<file path="config.mk">
export PLATFORM = sky130hd
export DESIGN_NAME = alu_op_sequencer
export DESIGN_NICKNAME = d
export VERILOG_FILES = /design/src/rtl/alu_op_sequencer.sv
export SDC_FILE = /design/constraint.sdc
export NUM_CORES = 1
export LEC_CHECK = 0
export CAP_MARGIN = 20
export CELL_PAD_IN_SITES_DETAIL_PLACEMENT = 2
export CELL_PAD_IN_SITES_GLOBAL_PLACEMENT = 2
export CORE_MARGIN = 10
export CORE_UTILIZATION = 30
export CTS_CLUSTER_DIAMETER = 60
export DETAILED_ROUTE_END_ITERATION = 10
export PLACE_DENSITY_LB_ADDON = 0.25
export SLEW_MARGIN = 10
export SYNTH_ARGS = -nofsm -noshare
export SYNTH_HDL_FRONTEND = slang
export SYNTH_SLANG_ARGS = --single-unit
</file>
<file path="constraint.sdc">
create_clock -name clk -period 4.5 [get_ports clk]
set_clock_uncertainty 0.1 [all_clocks]
set_input_delay 0.9 -clock clk [delete_from_list [all_inputs] [get_ports clk]]
set_output_delay 0.9 -clock clk [all_outputs]
set_load 0.02 [all_outputs]
</file>
<file path="src/rtl/alu_op_sequencer.sv">
// alu_op_sequencer: multi-cycle control sequencer for the ALU/register-file datapath.
// One instruction per 4 cycles: IDLE (accept) -> DECODE -> EXECUTE -> WRITEBACK.
module alu_op_sequencer #(
  parameter int unsigned CNT_W = 16
) (
  input  logic             clk,
  input  logic             rst,
  input  logic             instr_valid,
  input  logic [31:0]      instr,
  output logic             instr_ready,
  input  logic             zero,
  output logic [2:0]       ALUcontrol,
  output logic             alu_src,
  output logic [31:0]      imm_out,
  output logic [4:0]       rs_addr,
  output logic [4:0]       rt_addr,
  output logic [4:0]       wr_addr,
  output logic             reg_write,
  output logic             branch_taken,
  output logic             done,
  output logic             illegal,
  output logic [CNT_W-1:0] retired_cnt,
  output logic [CNT_W-1:0] taken_cnt
);

  localparam logic [2:0] ALU_NAND = 3'b000;
  localparam logic [2:0] ALU_ARS  = 3'b001;
  localparam logic [2:0] ALU_ADD  = 3'b010;
  localparam logic [2:0] ALU_SUB  = 3'b110;
  localparam logic [2:0] ALU_BNZ  = 3'b011;
  localparam logic [2:0] ALU_NOP  = 3'b111;

  typedef enum logic [1:0] {
    IDLE      = 2'd0,
    DECODE    = 2'd1,
    EXECUTE   = 2'd2,
    WRITEBACK = 2'd3
  } state_t;

  state_t      state;
  logic [31:0] instr_q;
  logic        write_q;
  logic        bnz_q;
  logic        illegal_q;

  logic [2:0]  dec_op;
  logic        dec_src;
  logic        dec_write;
  logic        dec_bnz;
  logic        dec_illegal;
  logic [4:0]  dec_wr;

  assign instr_ready = (state == IDLE);

  // Decode the latched instruction word into ALU opcode and control flags.
  always_comb begin
    dec_op      = ALU_NOP;
    dec_src     = 1'b0;
    dec_write   = 1'b0;
    dec_bnz     = 1'b0;
    dec_illegal = 1'b0;
    dec_wr      = 5'd0;
    if (instr_q == 32'd0) begin
      dec_op = ALU_NOP;
    end else if (instr_q[31:26] == 6'b000000) begin
      dec_write = 1'b1;
      dec_wr    = instr_q[15:11];
      case (instr_q[5:0])
        6'b100000: dec_op = ALU_ADD;
        6'b100010: dec_op = ALU_SUB;
        6'b100111: dec_op = ALU_NAND;
        6'b000011: dec_op = ALU_ARS;
        default: begin
          dec_write   = 1'b0;
          dec_wr      = 5'd0;
          dec_illegal = 1'b1;
        end
      endcase
    end else if (instr_q[31:26] == 6'b001000) begin
      dec_op    = ALU_ADD;
      dec_src   = 1'b1;
      dec_write = 1'b1;
      dec_wr    = instr_q[20:16];
    end else if (instr_q[31:26] == 6'b000101) begin
      dec_op  = ALU_BNZ;
      dec_bnz = 1'b1;
    end else begin
      dec_illegal = 1'b1;
    end
  end

  // Sequencer FSM with registered datapath controls, pulses and counters.
  always_ff @(posedge clk) begin
    if (rst) begin
      state        <= IDLE;
      instr_q      <= 32'd0;
      write_q      <= 1'b0;
      bnz_q        <= 1'b0;
      illegal_q    <= 1'b0;
      ALUcontrol   <= ALU_NOP;
      alu_src      <= 1'b0;
      imm_out      <= 32'd0;
      rs_addr      <= 5'd0;
      rt_addr      <= 5'd0;
      wr_addr      <= 5'd0;
      reg_write    <= 1'b0;
      branch_taken <= 1'b0;
      done         <= 1'b0;
      illegal      <= 1'b0;
      retired_cnt  <= '0;
      taken_cnt    <= '0;
    end else begin
      reg_write    <= 1'b0;
      branch_taken <= 1'b0;
      done         <= 1'b0;
      illegal      <= 1'b0;
      case (state)
        IDLE: begin
          if (instr_valid) begin
            instr_q <= instr;
            state   <= DECODE;
          end
        end
        DECODE: begin
          rs_addr    <= instr_q[25:21];
          rt_addr    <= instr_q[20:16];
          imm_out    <= {{16{instr_q[15]}}, instr_q[15:0]};
          wr_addr    <= dec_wr;
          alu_src    <= dec_src;
          ALUcontrol <= dec_op;
          write_q    <= dec_write;
          bnz_q      <= dec_bnz;
          illegal_q  <= dec_illegal;
          state      <= EXECUTE;
        end
        EXECUTE: begin
          // zero is sampled on this edge; pulses appear in WRITEBACK
          reg_write    <= write_q;
          done         <= 1'b1;
          branch_taken <= bnz_q & zero;
          illegal      <= illegal_q;
          retired_cnt  <= retired_cnt + CNT_W'(1);
          if (bnz_q && zero) begin
            taken_cnt <= taken_cnt + CNT_W'(1);
          end
          state <= WRITEBACK;
        end
        WRITEBACK: begin
          ALUcontrol <= ALU_NOP;
          state      <= IDLE;
        end
        default: state <= IDLE;
      endcase
    end
  end

endmodule

</file>
==> impl_metrics.env, run 1 <==
export IMPL_final_antenna_net_count=0
export IMPL_grt_overflow=0
export IMPL_cap_violations=0
export IMPL_die_area_mm2=0.0199
export IMPL_cts_sinks=108
export IMPL_worst_ir_drop_vdd_v=0.000207
export IMPL_power_mw=3.08
export IMPL_power_leakage_nw=2.15
export IMPL_finalHoldViolations=0
export IMPL_fin_crit_sh=0.606
export IMPL_die_x_um=141
export IMPL_synth_area_per_cell_um2=8.71
export IMPL_grt_pass1_vias=4473
export IMPL_synthTopCellsByArea="dfxtp_1 (49%), nand2_1 (7.1%), mux2i_1 (6.6%), nor2_1 (5.2%), a21oi_1 (5.1%)"
export IMPL_route_detailed_drc=0
export IMPL_maxSlewHeadroom=0.432
export IMPL_via_per_inst=4.96
export IMPL_ys_warn_count=0
export IMPL_initialDrtViolationCount=132
export IMPL_fin_util=0.416
export IMPL_netlist_instances=506
export IMPL_cp_end_kind="primary output"
export IMPL_areaGrowthSynthToFinish_pct=36.7
export IMPL_port_buffers=123
export IMPL_syn_area_mm2=0.00441
export IMPL_cts_root_buf="clkbuf_16"
export IMPL_synth_edf_count=0
export IMPL_start_util=0.304
export IMPL_yosysTopAreaCell="dfxtp_1"
export IMPL_ys_seq_area_frac=0.491
export IMPL_num_nets_final=642
export IMPL_grt_pass1_wl_um=23800
export IMPL_postCtsSetupBuffers=0
export IMPL_timing_fmax_ghz=0.367
export IMPL_grt_start_max_net_pins=78
export IMPL_cts_buffer_depth=2
export IMPL_gp_congestion=0.788
export IMPL_layout_common_cells="clkdlybuf4s50_1 (122), dfxtp_1 (108), nand2_1 (83)"
export IMPL_ctsHoldBuffers=0
export IMPL_core_mm2=0.0145
export IMPL_grt_use_total=0.147
export IMPL_wl_um=14400
export IMPL_avgRoutedWirePerCell_um=18.3
export IMPL_htreeDepth=3
export IMPL_hp_class="reg -> reg"
export IMPL_synth_fp_nets=548
export IMPL_post_cts_resized=0
export IMPL_num_antenna_cells=0
export IMPL_worst_pin_slew_ps=852
export IMPL_yosysTopAreaCellShare=0.491
export IMPL_clock_latency_ps=350
export IMPL_slew_violations=0
export IMPL_synth_cell_type_count=40
export IMPL_rsz0062_at_grt="no"
export IMPL_dp_hpwl_um=10300
export IMPL_worstPathArrival_ps=1730
export IMPL_final_common_cell="clkdlybuf4s50_1"
export IMPL_drive_gt1_frac=0.0446
export IMPL_rows=44
export IMPL_die_h_um=141
export IMPL_crit_type="reg -> out"
export IMPL_finalSetupViolations=0
export IMPL_antenna_found_initial=0
export IMPL_pin_count=124
export IMPL_cp_start_kind="flop"
export IMPL_critPathRequiredTime_ps=3500
export IMPL_holdWs_ps=368
export IMPL_status="finished, final reports clean"
export IMPL_vias=3915
export IMPL_clk_pin_slew_worst_paths_ps=70
export IMPL_ys_flop_type="dfxtp_1"
export IMPL_finalCriticalPeriod_ps=2730
export IMPL_firstDrtPassIters=4
export IMPL_async_flop_share=0
export IMPL_cp_max_fo=6
export IMPL_cts_tree="yes"
export IMPL_power_density_mw_per_mm2=511
export IMPL_setup_tns_ps=0
export IMPL_synth_seq_cells=108
export IMPL_cts_buffers=9
[final timing paths]
| check | startpoint | to | slack [ps] | cells past startpoint |
|---|---|---|---|---|
| setup / recovery | state[0] | instr_ready | 1770 | 3 |
| hold / removal | instr_q[30] | instr_q[30] | 370 | 2 |
| setup reg to reg | state[1] | ALUcontrol[2] | 2020 | 7 |
| hold reg to reg | instr_q[30] | instr_q[30] | 370 | 2 |
[worst max-delay path, stage by stage, from the launching register on]
cell	delay, ps
dfxtp_1	350
inv_1	90
ha_1	260
clkdlybuf4s50_1	680
[synthesized netlist by cell type (6+ instances only)]
cell,instances
a21oi_1,45
o21ai_0,11
dfxtp_1,108
nor4_1,7
and3_1,8
nand3_1,7
ha_1,6
xnor2_1,7
mux2i_1,29
buf_4,16
nor3_1,7
or3_1,10
clkbuf_1,23
inv_1,9
nor2_1,61
xor2_1,13
nand2_1,83
nand4_1,10
a211oi_1,7
[metrics by stage]
| stage | instances | worst slack [ps] | area, um2 |
|---|---|---|---|
| final | 789 | 1770 | 6020 |
| after global routing | 789 | 1650 | 6020 |
| after floorplan | 506 | 2520 | 4410 |
| after CTS | 789 | 1740 | 6020 |
| after global placement | 773 | 1700 | 5670 |
| after detailed placement | 773 | 1540 | 5670 |
[sequential cells by signal, summed over array words and instances, names as in the netlist]
register and cells:
reg_write 1, alu_src 1, retired_cnt 16, rs_addr 5
illegal 1, imm_out 16, done 1, rt_addr 5
bnz_q 1, illegal_q 1, branch_taken 1, state 2
wr_addr 5, ALUcontrol 3, instr_q 32, taken_cnt 16
write_q 1
[logic make-up (layout without fill, tap and decap cells)]
logic type	Yosys count	in the layout	share of synthesized area
AOI/OAI and AO/OA	78	78	0.105
xor gates and xnor gates	20	20	0.0398
DFF	108	108	0.491
muxes	29	29	0.0659
adders and majority gates	6	6	0.0170
and+or+nand+nor	212	212	0.222
buffers and inverters	53	152	0.0594
[report_power, final]
| group | internal (mW) | leakage (nW) | switching (mW) |
|---|---|---|---|
| sequential | 1.09 | 0.877 | 0.118 |
| clock | 0.574 | 0.173 | 0.361 |
| combinational | 0.383 | 1.10 | 0.554 |
| total | 2.04 | 2.15 | 1.03 |
[routing by layer]
metal	up-vias	track usage	wire length [um]
met5	-	0	0
met2	103	0.255	7170
met4	0	0.0326	116
met3	9	0.0632	1190
met1	1905	0.162	5940
li1	1898	-	-
[area by class of cell]
class | instances | area, um2
well taps | 184 | 230
clock buffers | 12 | 256
inverters | 9 | 33.8
clock inverters | 4 | 95.1
repair buffers | 127 | 1260
fillers | 1604 | 8460
flip-flops and latches | 108 | 2160
multi-input cells | 345 | 1980
Power figures use the tool's default switching activity.
==> inputs of run 2 (changes only) <==
--- a/config.mk
+++ b/config.mk
@@ -9,7 +9,7 @@
 export CELL_PAD_IN_SITES_DETAIL_PLACEMENT = 2
 export CELL_PAD_IN_SITES_GLOBAL_PLACEMENT = 2
 export CORE_MARGIN = 10
-export CORE_UTILIZATION = 30
+export CORE_UTILIZATION = 28
 export CTS_CLUSTER_DIAMETER = 60
 export DETAILED_ROUTE_END_ITERATION = 10
 export PLACE_DENSITY_LB_ADDON = 0.25
==> constraint.sdc (replaced) <==
create_clock -name clk -period 2.55 [get_ports clk]
set_clock_uncertainty 0.1 [all_clocks]
set_input_delay 0.51 -clock clk [delete_from_list [all_inputs] [get_ports clk]]
set_output_delay 0.51 -clock clk [all_outputs]
set_load 0.02 [all_outputs]
==> impl_metrics.env, run 2 (synthesis gave the netlist of run 1 again) <==
export IMPL_drive_gt1_frac=0.0541
export IMPL_crit_chain="clkdlybuf4s50_1"
export IMPL_p_sw_frac=0.354
export IMPL_route_detailed_drc=0
export IMPL_p_comb_frac=0.325
export IMPL_fin_crit_sh=0.924
export IMPL_worstPathArrival_ps=1750
export IMPL_setup_tns_ps=0
export IMPL_critPathRequiredTime_ps=1940
export IMPL_regMostFlops="instr_q"
export IMPL_multi_input_area_mm2=0.00198
export IMPL_start_util=0.288
export IMPL_final_antenna_net_count=0
export IMPL_areaGrowthSynthToFinish_pct=36.8
export IMPL_firstDrtPassIters=4
export IMPL_largest_register_ffs=32
export IMPL_clock_latency_ps=350
export IMPL_vias=3934
export IMPL_crit_slowest_cell="clkdlybuf4s50_1"
export IMPL_cpPeakStageDelay_ps=730
export IMPL_grt_start_max_net_pins=45
export IMPL_path_buf_inv=1
export IMPL_cts_sinks=108
export IMPL_gp_congestion=0.755
export IMPL_clkPwrFrac=0.260
export IMPL_maxSlewHeadroom=0.563
export IMPL_num_nets_final=648
export IMPL_core_mm2=0.0153
export IMPL_power_switching_mw=1.81
export IMPL_via_per_inst=4.79
export IMPL_avgRoutedWirePerCell_um=17.3
export IMPL_finalCriticalPeriod_ps=2360
export IMPL_power_density_mw_per_mm2=848
export IMPL_grt_overflow=0
export IMPL_status="finished, final reports clean"
export IMPL_cp_end_kind="primary output"
export IMPL_antenna_found_initial=0
export IMPL_pre_cts_ws_ps=316
export IMPL_port_buffers=123
export IMPL_cts_tree="yes"
export IMPL_slew_violations=0
export IMPL_clk_pin_slew_worst_paths_ps=70
export IMPL_rsz0062_at_grt="no"
export IMPL_die_area_mm2=0.0212
export IMPL_finalHoldViolations=0
export IMPL_worst_pin_slew_ps=655
export IMPL_cp_top_family="buffers and inverters"
export IMPL_grt_use_total=0.133
export IMPL_timing_fmax_ghz=0.424
export IMPL_initialDrtViolationCount=137
export IMPL_layout_common_cells="clkdlybuf4s50_1 (122), dfxtp_1 (108), nand2_1 (83)"
export IMPL_num_antenna_cells=0
export IMPL_p_int_mw=3.30
export IMPL_cts_buffers=9
export IMPL_dp_hpwl_um=10400
export IMPL_cp_start_kind="flop"
export IMPL_seq_area_mm2=0.00216
export IMPL_worst_ir_drop_vdd_v=0.000366
export IMPL_grt_pass1_wl_um=23300
export IMPL_finalSetupViolations=0
export IMPL_grt_pass1_vias=4272
export IMPL_ctsHoldBuffers=0
export IMPL_post_cts_resized=0
export IMPL_cap_violations=0
export IMPL_power_leakage_nw=2.13
export IMPL_fillers=1710
export IMPL_setup_slack_ps=194
export IMPL_rows=45
export IMPL_cp_max_fo=18
export IMPL_cts_buffer_depth=2
export IMPL_wl_um=14200
export IMPL_die_h_um=145
export IMPL_htreeDepth=3
export IMPL_crit_type="reg -> out"
export IMPL_pin_count=124
export IMPL_final_common_cell="clkdlybuf4s50_1"
export IMPL_cts_root_buf="clkbuf_16"
export IMPL_hp_class="reg -> reg"
export IMPL_die_x_um=145
export IMPL_seq_power_share=0.415
export IMPL_postCtsSetupBuffers=0
-- run 2: path summary, 6_finish.rpt --
kind,start,end,slack [ps],cells after the start
max,imm_out[15],imm_out[25],190,1
min,instr_q[27],instr_q[27],370,2
max reg2reg,state[0],taken_cnt[14],520,6
min reg2reg,instr_q[27],instr_q[27],370,2
-- run 2: layout make-up --
class	count	area share
Sequential cell	108	0.359
Multi-Input combinational cell	345	0.329
Timing Repair Buffer	133	0.216
Tap cell	211	0.0438
Clock buffer	10	0.0397
Clock inverter	5	0.00644
Inverter	9	0.00561
-- run 2: power by group through the flow --
stage | combinational (mW) | clock, mW | sequential [mW]
6_report | 1.66 | 1.33 | 2.12
5_1_grt | 1.85 | 1.44 | 2.16
4_1_cts | 1.70 | 1.37 | 2.13
3_5_place_dp | 1.69 | 0 | 2.16
3_3_place_gp | 1.64 | 0 | 2.15
2_1_floorplan | 0.961 | 0 | 2.21
-- run 2: through the flow --
stage | cells | instance area, um2 | utilization | hold WS, ps | total power, mW
6_report | 821 | 6030 | 0.393 | 368 | 5.11
5_1_grt | 821 | 6030 | 0.393 | 394 | 5.45
4_1_cts | 821 | 6030 | 0.393 | 365 | 5.21
3_5_place_dp | 806 | 5750 | 0.375 | 355 | 3.86
3_3_place_gp | 806 | 5750 | 0.375 | 347 | 3.79
2_1_floorplan | 506 | 4410 | - | 330 | 3.17
-- run 2: routing by layer --
layer,vias up,part of all wire,GRT usage
met5,-,0,0
met4,0,0.010,0.0349
met3,9,0.071,0.0518
met2,91,0.47,0.217
met1,1928,0.45,0.159
li1,1906,-,-
==> inputs of run 3 (changes only) <==
--- a/config.mk
+++ b/config.mk
@@ -8,6 +8,7 @@
 export CAP_MARGIN = 20
 export CELL_PAD_IN_SITES_DETAIL_PLACEMENT = 2
 export CELL_PAD_IN_SITES_GLOBAL_PLACEMENT = 2
+export CORE_ASPECT_RATIO = 0.75
 export CORE_MARGIN = 10
 export CORE_UTILIZATION = 28
 export CTS_CLUSTER_DIAMETER = 60
==> constraint.sdc (replaced) <==
create_clock -name clk -period 2.21 [get_ports clk]
set_clock_uncertainty 0.1 [all_clocks]
set_input_delay 0.442 -clock clk [delete_from_list [all_inputs] [get_ports clk]]
set_output_delay 0.442 -clock clk [all_outputs]
set_load 0.02 [all_outputs]
==> impl_metrics.env, run 3 (synthesis gave the netlist of run 1 again) <==
export IMPL_grt_pass1_vias=4302
export IMPL_initialDrtViolationCount=131
export IMPL_die_area_mm2=0.0212
export IMPL_rsz0062_at_grt="no"
export IMPL_avgRoutedWirePerCell_um=17.8
export IMPL_num_antenna_cells=0
export IMPL_hp_class="in -> reg"
export IMPL_htreeDepth=3
export IMPL_post_cts_resized=1
export IMPL_grt_use_total=0.139
export IMPL_power_density_mw_per_mm2=994
export IMPL_wl_um=14600
export IMPL_final_common_cell="clkdlybuf4s50_1"
export IMPL_maxSlewHeadroom=0.701
export IMPL_finalSetupViolations=0
export IMPL_areaGrowthSynthToFinish_pct=38.1
export IMPL_timing_fmax_ghz=0.481
export IMPL_antenna_found_initial=0
export IMPL_instances_no_fill=819
export IMPL_finalHoldViolations=0
export IMPL_dp_cells=803
export IMPL_power_leakage_nw=2.17
export IMPL_core_mm2=0.0153
export IMPL_finalCriticalPeriod_ps=2080
export IMPL_postCtsSetupBuffers=0
export IMPL_clk_pin_slew_worst_paths_ps=80
export IMPL_cts_buffer_depth=2
export IMPL_layout_common_cells="clkdlybuf4s50_1 (121), dfxtp_1 (108), nand2_1 (83)"
export IMPL_gp_congestion=0.773
export IMPL_cap_violations=0
export IMPL_grt_overflow=0
export IMPL_grt_start_max_net_pins=45
export IMPL_drive_gt1_frac=0.0603
export IMPL_cts_buffers=9
export IMPL_worstPathArrival_ps=1540
export IMPL_holdWs_ps=310
export IMPL_cp_end_kind="primary output"
export IMPL_worst_pin_slew_ps=449
export IMPL_status="finished, final reports clean"
export IMPL_die_h_um=129
export IMPL_largest_register_ffs=32
export IMPL_pin_count=124
export IMPL_cp_max_fo=18
export IMPL_cp_start_kind="flop"
export IMPL_cts_root_buf="clkbuf_16"
export IMPL_dp_hpwl_um=10800
export IMPL_grt_pass1_wl_um=23500
export IMPL_worst_ir_drop_vdd_v=0.000347
export IMPL_via_per_inst=4.77
export IMPL_ctsHoldBuffers=0
export IMPL_firstDrtPassIters=4
export IMPL_cts_tree="yes"
export IMPL_port_buffers=123
export IMPL_slew_violations=0
export IMPL_clock_latency_ps=360
export IMPL_rows=39
export IMPL_regMostFlops="instr_q"
export IMPL_cts_sinks=108
export IMPL_critPathRequiredTime_ps=1670
export IMPL_crit_type="reg -> out"
export IMPL_final_antenna_net_count=0
export IMPL_num_nets_final=651
export IMPL_route_detailed_drc=0
export IMPL_start_util=0.288
export IMPL_vias=3903
export IMPL_fin_crit_sh=0.940
export IMPL_power_mw=6.05
export IMPL_setup_tns_ps=0
export IMPL_die_x_um=165
-- run 3: cell count changes in the layout (fill, tap and decap cells not counted), sizes merged --
cell | before | now
clkdlybuf4s50 | 122 | 121
dlygate4sd2 | 0 | 1
clkinvlp | 4 | 1
clkinv | 1 | 3
inv | 9 | 11
buf | 11 | 14
-- run 3: metal layers --
layer / GRT usage / up-vias / wire, um
li1: - / 1914 / -
met1: 0.168 / 1899 / 6610
met2: 0.229 / 76 / 6900
met3: 0.0462 / 14 / 860
met4: 0.0421 / 0 / 216
met5: 0 / - / 0
-- run 3: area by class of cell --
type	instances	area, um2
Inverter	9	33.8
Clock inverter	6	47.5
Multi-Input combinational cell	345	1980
Timing Repair Buffer	136	1360
Clock buffer	10	239
Tap cell	205	256
Fill cell	1653	9240
Sequential cell	108	2160
-- run 3: final timing paths --
path / from / end / slack [ps] / cells after the start
max reg2reg: retired_cnt[7] / retired_cnt[15] / 200 / 4
max: imm_out[15] / imm_out[26] / 130 / 2
min reg2reg: instr_q[27] / instr_q[27] / 360 / 2
min: rst / instr_q[0] / 310 / 2
-- run 3: worst max-delay path: stages, from the launching register on --
cell,delay [ps]
dfxtp_1,320
buf_4,200
clkdlybuf4s50_1,650
-- run 3: through the flow --
step / area (um2) / setup slack (ps) / util
final: 6090 / 132 / 0.397
after global routing: 6090 / 28.9 / 0.397
after CTS: 6090 / 90.9 / 0.397
after detailed placement: 5800 / 55.1 / 0.379
after global placement: 5800 / 131 / 0.379
after floorplan: 4410 / 231 / -
-- run 3: report_power, final --
group | switching, mW | internal (mW)
clock | 0.782 | 0.807
sequential | 0.223 | 2.21
combinational | 1.16 | 0.872
total | 2.16 | 3.89
